**config.mk**
```make
export PLATFORM = sky130hd
export DESIGN_NAME = seq_pattern_gen
export DESIGN_NICKNAME = d
export VERILOG_FILES = /design/src/rtl/seq_pattern_gen.sv
export SDC_FILE = /design/constraint.sdc
export NUM_CORES = 1
export LEC_CHECK = 0
export ABC_AREA = 1
export CAP_MARGIN = 20
export CORE_MARGIN = 3
export CORE_UTILIZATION = 53
export DETAILED_ROUTE_END_ITERATION = 6
export PLACE_DENSITY = 0.85
export SETUP_SLACK_MARGIN = 0.3
export SYNTH_ARGS = -nofsm -noshare
export SYNTH_HDL_FRONTEND = slang
export SYNTH_SLANG_ARGS = --single-unit
```
**constraint.sdc**
```tcl
create_clock -name clk -period 2.42 [get_ports clk]
set_clock_uncertainty 0.15 [all_clocks]
set_input_delay 0.363 -clock clk [delete_from_list [all_inputs] [get_ports clk]]
set_output_delay 0.363 -clock clk [all_outputs]
set_load 0.01 [all_outputs]
```
**src/rtl/seq_pattern_gen.sv**
```systemverilog
// Serial pattern transmitter: shifts a PAT_W-bit pattern out MSB-first in bursts of frames with
// a programmable idle gap. Optional LSB error injection is enabled by SEQ_GEN_ERR_INJECT_EN.
module seq_pattern_gen #(
    parameter int unsigned      PAT_W   = 4,
    parameter logic [PAT_W-1:0] PATTERN = 4'b1011,
    parameter int unsigned      CNT_W   = 8,
    parameter int unsigned      GAP_W   = 4
) (
    input  logic             clk,
    input  logic             rst,
    input  logic             load,
    input  logic [PAT_W-1:0] pattern_in,
    input  logic             start,
    input  logic [CNT_W-1:0] repeat_cnt,
    input  logic [GAP_W-1:0] gap_len,
    input  logic             stop,
`ifdef SEQ_GEN_ERR_INJECT_EN
    input  logic             err_inject,
`endif
    output logic             data_out,
    output logic             data_valid,
    output logic             frame_start,
    output logic             busy,
    output logic             done,
    output logic [CNT_W-1:0] frames_sent
);

    localparam int unsigned IDX_W = $clog2(PAT_W);
    localparam logic [IDX_W-1:0] LastIdx = IDX_W'(PAT_W - 1);

    typedef enum logic [1:0] {StIdle, StSend, StGap} state_e;

    state_e           state_q, state_d;
    logic [PAT_W-1:0] pat_q, pat_d;
    logic [IDX_W-1:0] bit_idx_q, bit_idx_d;
    logic [GAP_W-1:0] gap_cnt_q, gap_cnt_d;
    logic [GAP_W-1:0] gap_len_q, gap_len_d;
    logic [CNT_W-1:0] rep_q, rep_d;
    logic [CNT_W-1:0] fsent_q, fsent_d;
    logic             stop_q, stop_d;
    logic             data_out_q, data_out_d;
    logic             valid_q, valid_d;
    logic             fs_q, fs_d;
    logic             busy_q, busy_d;
    logic             done_q, done_d;

    logic             stop_any;
    logic             send_next;
    logic [IDX_W-1:0] bit_sel;
    logic             flip;
`ifdef SEQ_GEN_ERR_INJECT_EN
    logic             err_q, err_d;
`endif

    always_comb begin
        state_d   = state_q;
        pat_d     = pat_q;
        bit_idx_d = bit_idx_q;
        gap_cnt_d = gap_cnt_q;
        gap_len_d = gap_len_q;
        rep_d     = rep_q;
        fsent_d   = fsent_q;
        stop_d    = stop_q;
        done_d    = 1'b0;
        stop_any  = stop_q | stop;

        unique case (state_q)
            StIdle: begin
                stop_d = 1'b0;
                if (load) pat_d = pattern_in;
                if (start) begin
                    fsent_d = '0;
                    if (repeat_cnt != '0) begin
                        rep_d     = repeat_cnt;
                        gap_len_d = gap_len;
                        bit_idx_d = '0;
                        state_d   = StSend;
                    end else begin
                        done_d = 1'b1;
                    end
                end
            end
            StSend: begin
                stop_d = stop_any;
                if (bit_idx_q == LastIdx) begin
                    fsent_d   = fsent_q + CNT_W'(1);
                    bit_idx_d = '0;
                    if (fsent_d == rep_q || stop_any) begin
                        state_d = StIdle;
                        stop_d  = 1'b0;
                        done_d  = 1'b1;
                    end else if (gap_len_q != '0) begin
                        state_d   = StGap;
                        gap_cnt_d = gap_len_q - GAP_W'(1);
                    end
                end else begin
                    bit_idx_d = bit_idx_q + IDX_W'(1);
                end
            end
            StGap: begin
                // A stop seen in the gap ends the burst without sending another frame.
                if (stop_any) begin
                    state_d = StIdle;
                    stop_d  = 1'b0;
                    done_d  = 1'b1;
                end else if (gap_cnt_q == '0) begin
                    state_d   = StSend;
                    bit_idx_d = '0;
                end else begin
                    gap_cnt_d = gap_cnt_q - GAP_W'(1);
                end
            end
            default: state_d = StIdle;
        endcase

        // Outputs are registered from the next state so they line up with the state they describe.
        send_next = (state_d == StSend);
        bit_sel   = LastIdx - bit_idx_d;
        flip      = 1'b0;
`ifdef SEQ_GEN_ERR_INJECT_EN
        err_d = err_q | err_inject;
        if (send_next && bit_idx_d == LastIdx && err_d) begin
            flip  = 1'b1;
            err_d = 1'b0;
        end
`endif
        data_out_d = send_next & (pat_d[bit_sel] ^ flip);
        valid_d    = send_next;
        fs_d       = send_next && (bit_idx_d == '0);
        busy_d     = (state_d != StIdle);
    end

    always_ff @(posedge clk or posedge rst) begin
        if (rst) begin
            state_q    <= StIdle;
            pat_q      <= PATTERN;
            bit_idx_q  <= '0;
            gap_cnt_q  <= '0;
            gap_len_q  <= '0;
            rep_q      <= '0;
            fsent_q    <= '0;
            stop_q     <= 1'b0;
            data_out_q <= 1'b0;
            valid_q    <= 1'b0;
            fs_q       <= 1'b0;
            busy_q     <= 1'b0;
            done_q     <= 1'b0;
        end else begin
            state_q    <= state_d;
            pat_q      <= pat_d;
            bit_idx_q  <= bit_idx_d;
            gap_cnt_q  <= gap_cnt_d;
            gap_len_q  <= gap_len_d;
            rep_q      <= rep_d;
            fsent_q    <= fsent_d;
            stop_q     <= stop_d;
            data_out_q <= data_out_d;
            valid_q    <= valid_d;
            fs_q       <= fs_d;
            busy_q     <= busy_d;
            done_q     <= done_d;
        end
    end

`ifdef SEQ_GEN_ERR_INJECT_EN
    always_ff @(posedge clk or posedge rst) begin
        if (rst) err_q <= 1'b0;
        else     err_q <= err_d;
    end
`endif

    assign data_out    = data_out_q;
    assign data_valid  = valid_q;
    assign frame_start = fs_q;
    assign busy        = busy_q;
    assign done        = done_q;
    assign frames_sent = fsent_q;

endmodule

```
# Word level (Yosys, flattened, before mapping)
# Cells that the tools add are included.
[totals]
register_bits = 38
inputBits = 21
out_inout_bits = 13
[op_classes]
n_addsub = 5
magnitude_cmp = 1
eq_ne = 12
n_mux = 37
bitwise = 2
n_reduce_logical = 15
[op_table]
columns = ["operator", "n"]
rows = [
  ["two-way mux 4 bit", 7],
  ["two-way mux 2 bit", 12],
  ["two-way mux 8 bit", 2],
  ["one-hot mux 8 bit (2 select lines)", 1],
  ["!= test 2 bit, second input constant", 7],
  ["one-hot mux 2 bit (3 select lines)", 2],
  ["two-way mux 1 bit", 9],
  ["adder 8 x 1 -> 8 bit, second input constant", 1],
  ["equality test 8 bit", 1],
  ["one-hot mux 4 bit (2 select lines)", 1],
  ["nonzero test 8 bit", 1],
  ["subtractor 4 x 1 -> 4 bit, second input constant", 2],
  ["one-hot mux 1 bit (3 select lines)", 2],
  ["AND reduction 3 bit", 2],
  ["AND reduction 6 bit", 1],
  ["nonzero test 2 bit", 3],
  ["equality test 2 x 1 -> 1 bit, second input constant", 2],
  ["equality test 2 bit, second input constant", 2],
  ["logical NOT 2 bit", 2],
  ["logical NOT 4 bit", 1],
  ["nonzero test 4 bit", 1],
  ["less-than comparator 2 x 3 -> 1 bit, second input constant", 1],
  ["nonzero test 3 bit", 1],
  ["adder 2 x 1 -> 2 bit, second input constant", 1],
  ["7 further kinds", 7],
]

# Longest topological paths before layout
[logic_depth]
depth_word = 8
mapped_depth = 14
ltp_nobuf = 14

# Worst setup path after synthesis
# No wires, ideal clock.
[synth_path]
kind = "flip-flop to flip-flop"
from = "reg fsent_q[0], in the netlist frames_sent[0]"
to = "reg busy_q, in the netlist busy"
setup_ps = 116
arrival_time_ps = 1624
required_ps = 2154
setup_slack_ps = 529
stages_incl_launch_ff = 12
n_path_buf = 0
path_cell_list = "dfrtp_1 ha_1 xnor2_1 nand2_1 nor2_1 nand2_1 nor2_1 nand3_2 nand2_2 o21ai_4 inv_2 nand2_1"
[synth_between]
elab_chain_len = 7
[synth_lines]
columns = ["element", "line", "text"]
rows = [
  ["start: declaration", "39", "logic [CNT_W-1:0] fsent_q, fsent_d;"],
  ["start signal: assignment", "155", "fsent_q <= fsent_d;"],
  ["adder 8 x 1 -> 8 bit", "86", "fsent_d = fsent_q + CNT_W'(1);"],
  ["equality test 8 bit", "88", "if (fsent_d == rep_q || stop_any) begin"],
  ["logical OR 1 bit", "88", ""],
  ["two-way mux 2 bit", "88", ""],
  ["two-way mux 2 bit", "85", "if (bit_idx_q == LastIdx) begin"],
  ["one-hot mux 2 bit (3 select lines)", "67", "unique case (state_q)"],
  ["net state_d[0]", "33", "state_e state_q, state_d;"],
  ["nonzero test 2 bit", "130", "busy_d = (state_d != StIdle);"],
  ["net busy_d", "44", "logic busy_q, busy_d;"],
  ["end signal: assignment", "160", "busy_q <= busy_d;"],
  ["end: declaration", "44", ""],
]
# The timed path passes the listed nets, and every way through them passes these cells.
# A chain may end at the register's enable or synchronous reset.

# Worst setup path in the final report
[layout_path]
from = "reg fsent_q[0], in the netlist frames_sent[0]"
to = "reg gap_cnt_q[1]"
[layout_between]
elab_chain_len = 5
[layout_lines]
columns = ["element", "line", "text"]
rows = [
  ["adder 8 x 1 -> 8 bit", "86", ""],
  ["equality test 8 bit", "88", ""],
  ["logical OR 1 bit", "88", ""],
  ["!= test 2 bit (no line)", "--", ""],
  ["AND reduction 6 bit (no line)", "--", ""],
  ["end signal: assignment", "152", "gap_cnt_q <= gap_cnt_d;"],
  ["end: declaration", "36", "logic [GAP_W-1:0] gap_cnt_q, gap_cnt_d;"],
]
# No other way between the ends.

==> metrics <==
clock tree root buffer cell=sky130_fd_sc_hd__clkbuf_8; antenna violations before repair=0; normalized max-slew margin=67.6%; number of nets in the synthesized netlist=305; top cells by area, synth=sky130_fd_sc_hd__dfrtp_1 (42%), sky130_fd_sc_hd__nand2_1 (16%), sky130_fd_sc_hd__nand3_1 (7.6%); routability congestion estimate=~0.83; H-tree levels=2; clock edge transition at the registers on the reported setup and hold paths=~0.080 ns; FF+latch area=between 900 and 1000 um2; placement row count=22; Top cell by count, worst path=sky130_fd_sc_hd__nand2_1; post-synthesis compound-gate area fraction=between 8 and 9%; worst endpoint required time=2.46 ns; leading cell type in the layout, fill and taps excluded=sky130_fd_sc_hd__nand2_1; mux cell area share after synthesis=0.476%; static leakage power=~0.0013 uW; clock tree from TritonCTS=built; # hold bufs at CTS=0; TritonCTS sink count=38; Seq cells post-synth=38; Final min period=roughly 2.0 ns; DP Wirelength=roughly 3.4 mm; crit share post-route=slightly above 80%; power density over the cells=roughly 1100 nW/um2; reported max-cap violation count=0; GR Util All Layers=between 20% and 30%; grt total ovfl=0; Worst path max stage delay=around 0.46 ns; via-per-instance ratio=around 5.2; maximum number of buffers from clock root to sink=2; floorplan die width=between 60 and 70 um; Synth top area share=41.6%; data arrival at the endpoint of the critical path=just over 2 ns; routed length on met1=2.05 mm; RSZ-0062 raised after global routing=true; pin count of the biggest net entering global routing=39; worst-path cell chain=ha_4 > xnor2_1 > nand2_1 > nor2_1 > nand2_1 > nor2_2 > nand3_4 > nand3_2 > nand2_2 > nand3_1 > nand2_1; number of buffers inserted during clock tree synthesis=5; dominant combinational cell family by area after synthesis=simple AND/OR/NAND/NOR gates; Detail Route Antenna Nets=0; fill cell count=about 310; placeable core region=3740 um2; final layout net count=between 300 and 400; CP Max Fanout=4; number of pins exceeding their max-slew limit in the final report=0; number of I/O pins=34; number of endpoints with negative hold slack in the final report=0; Synth Area in Adders=between 1.5 and 2%; die height=between 60 and 70 um; worst slew pin tran=0.486 ns; number of design-rule violations left by the first detailed-router iteration=150; startpoint-to-endpoint class of the critical path=reg -> reg; clk_lat worst skew=~0.29 ns; Final Setup Violations=0; total die area=about 4800 um2; first-pass GRT wire length=roughly 7.9 mm; sequential-to-total area share from yosys stat=a little under half; Worst Hold Class=in -> async; count of buffers inserted at the top-level ports=33; Distinct cells, synth=29; routed len/inst=around 13 um; via count=1945; fraction of the mapped netlist area in simple logic gates=roughly a third; element type at the critical path end=flop; outcome=finished clean; xor/xnor cell area share of the yosys netlist=between 1.5 and 2%; area added between synthesis and finish=27.2%; family of cells with the greatest summed delay on the critical path=simple AND/OR/NAND/NOR gates; Setup TNS Final=0 ns; wire length on met2=~2.3 mm; largest vdd supply drop=between 0.6 and 0.7 mV; Mapped Area=roughly 2100 um2; effective utilization at floorplan=a little under three fifths; Max stage delay cell, worst path=sky130_fd_sc_hd__dfrtp_2; fraction of final layout cells sized beyond drive strength 1=13.9%; yosys synthesis warning count=0; number of diodes=0; fmax=slightly above 0.5 GHz; area taken by multi-input logic gates=roughly 1000 um2; Post-Route Utilization=a little under three quarters; number of global-route vias before repair=around 1800; type of element launching the critical path=flop; Cells after Synth=281; Final Routed Wirelength=approximately 4.8 mm; library cell occupying the most area in the post-synthesis netlist=sky130_fd_sc_hd__dfrtp_1; leading cell types in the layout, fill and taps excluded=sky130_fd_sc_hd__nand2_1 (87), sky130_fd_sc_hd__inv_1 (39), sky130_fd_sc_hd__dfrtp_1 (34); iteration count of the initial detailed-routing pass=5; Top Metal Used=met4; setup slack after placement=0.286 ns; met3 routed WL=~320 um; number of buffer and inverter instances along the worst setup path=0; average footprint of a synthesized cell=~7.5 um2; final worst slack=between 0.4 and 0.5 ns; residual DRC count=0
[worst paths after layout]
kind                                             from                       end  slack [ns]  cells after the start
setup / recovery           frames_sent[0]$_DFFE_PP0P_  gap_cnt_q[1]$_DFFE_PP0P_        0.43                     11
min in group clk             gap_len_q[2]$_DFFE_PP0P_  gap_len_q[2]$_DFFE_PP0P_        0.36                      2
hold reg to reg              gap_len_q[2]$_DFFE_PP0P_  gap_len_q[2]$_DFFE_PP0P_        0.36                      2
max in group asynchronous                         rst        pat_q[3]$_DFF_PP1_        1.42                      3
hold / removal                                    rst    bit_idx_q[0]$_DFF_PP0_        0.33                      3
setup reg to reg           frames_sent[0]$_DFFE_PP0P_  gap_cnt_q[1]$_DFFE_PP0P_        0.43                     11
[metrics by stage]
stage,hold WS (ns),std cells,cell area (um2),power [uW]
after CTS,0.357,371,2600,2790
after detailed placement,0.339,363,2500,2320
after global placement,0.323,363,2500,2280
after global routing,0.399,372,2680,3130
after floorplan,0.305,281,2100,1950
final,0.328,372,2680,2880
[kinds of logic (layout without fill, tap and decap cells)]
logic type                 Yosys count  in the layout
xor gates and xnor gates             4              4
adders and majority gates            3              3
and+or+nand+nor                    159            159
AOI/OAI and AO/OA                   31             31
DFF                                 38             38
muxes                                1              1
buffers and inverters               45             88
[state kept, by name (all words and copies together), names as in the netlist]
signal	cells
frames_sent	8
rep_q	8
gap_cnt_q	4
gap_len_q	4
pat_q	4
bit_idx_q	2
state_q	2
busy	1
data_out	1
data_valid	1
done	1
frame_start	1
stop_q	1
[worst reg2reg max path, stage by stage (launching register included)]
cell and delay, ns:
sky130_fd_sc_hd__dfrtp_2 0.46, sky130_fd_sc_hd__ha_4 0.26, sky130_fd_sc_hd__xnor2_1 0.16, sky130_fd_sc_hd__nand2_1 0.07
sky130_fd_sc_hd__nor2_1 0.12, sky130_fd_sc_hd__nand2_1 0.08, sky130_fd_sc_hd__nor2_2 0.14, sky130_fd_sc_hd__nand3_4 0.13
sky130_fd_sc_hd__nand3_2 0.10, sky130_fd_sc_hd__nand2_2 0.08, sky130_fd_sc_hd__nand3_1 0.08, sky130_fd_sc_hd__nand2_1 0.05
[power by group]
part / switching [uW] / internal, uW / total [uW]
sequential: 162 / 905 / 1070
clock: 232 / 229 / 461
combinational: 807 / 541 / 1350
[cell type report]
cell class / count / share of cell area [%]
multi-input combinational: 198 / 39.0
sequential: 38 / 35.7
timing repair buffer: 36 / 13.3
inverter: 44 / 6.17
clock buffer: 6 / 3.09
tap: 48 / 2.25
clock inverter: 2 / 0.468
[synthesized netlist by cell type]
cell type,count
sky130_fd_sc_hd__o21ai_1,1
sky130_fd_sc_hd__nand2_1,90
sky130_fd_sc_hd__nand4_2,1
sky130_fd_sc_hd__clkinv_1,1
sky130_fd_sc_hd__o21ai_0,22
sky130_fd_sc_hd__nor4_1,1
sky130_fd_sc_hd__inv_1,39
sky130_fd_sc_hd__o21a_1,1
sky130_fd_sc_hd__xnor2_1,1
sky130_fd_sc_hd__o21ai_4,1
sky130_fd_sc_hd__ha_1,3
sky130_fd_sc_hd__a311oi_1,1
sky130_fd_sc_hd__nand3_2,1
sky130_fd_sc_hd__nor2_4,4
sky130_fd_sc_hd__nand2_2,2
sky130_fd_sc_hd__nor2_2,4
sky130_fd_sc_hd__o31ai_1,1
sky130_fd_sc_hd__nand3_1,32
sky130_fd_sc_hd__mux2i_1,1
sky130_fd_sc_hd__dfstp_2,3
sky130_fd_sc_hd__o21bai_1,1
sky130_fd_sc_hd__dfrtp_1,35
sky130_fd_sc_hd__inv_2,4
sky130_fd_sc_hd__nand3b_1,2
sky130_fd_sc_hd__o22ai_1,3
sky130_fd_sc_hd__nor2_1,19
sky130_fd_sc_hd__xor2_1,3
sky130_fd_sc_hd__buf_2,1
sky130_fd_sc_hd__or2_2,3
[metal layers]
layer  track usage [%]  vias up
met5                 0        -
met4              5.84        0
met3              4.38        9
met2              37.1       66
met1              30.2      898
li1                  -      972
[what timing repair did]
item / CTS / global route
endpoints found under the hold margin: 0 / 0
buffers inserted: 0 / 1
pin swaps: 0 / 2
setup endpoints to repair: 3 / 10
resized for setup: 1 / 14
Note: power is estimated with default switching activity, not from simulation.
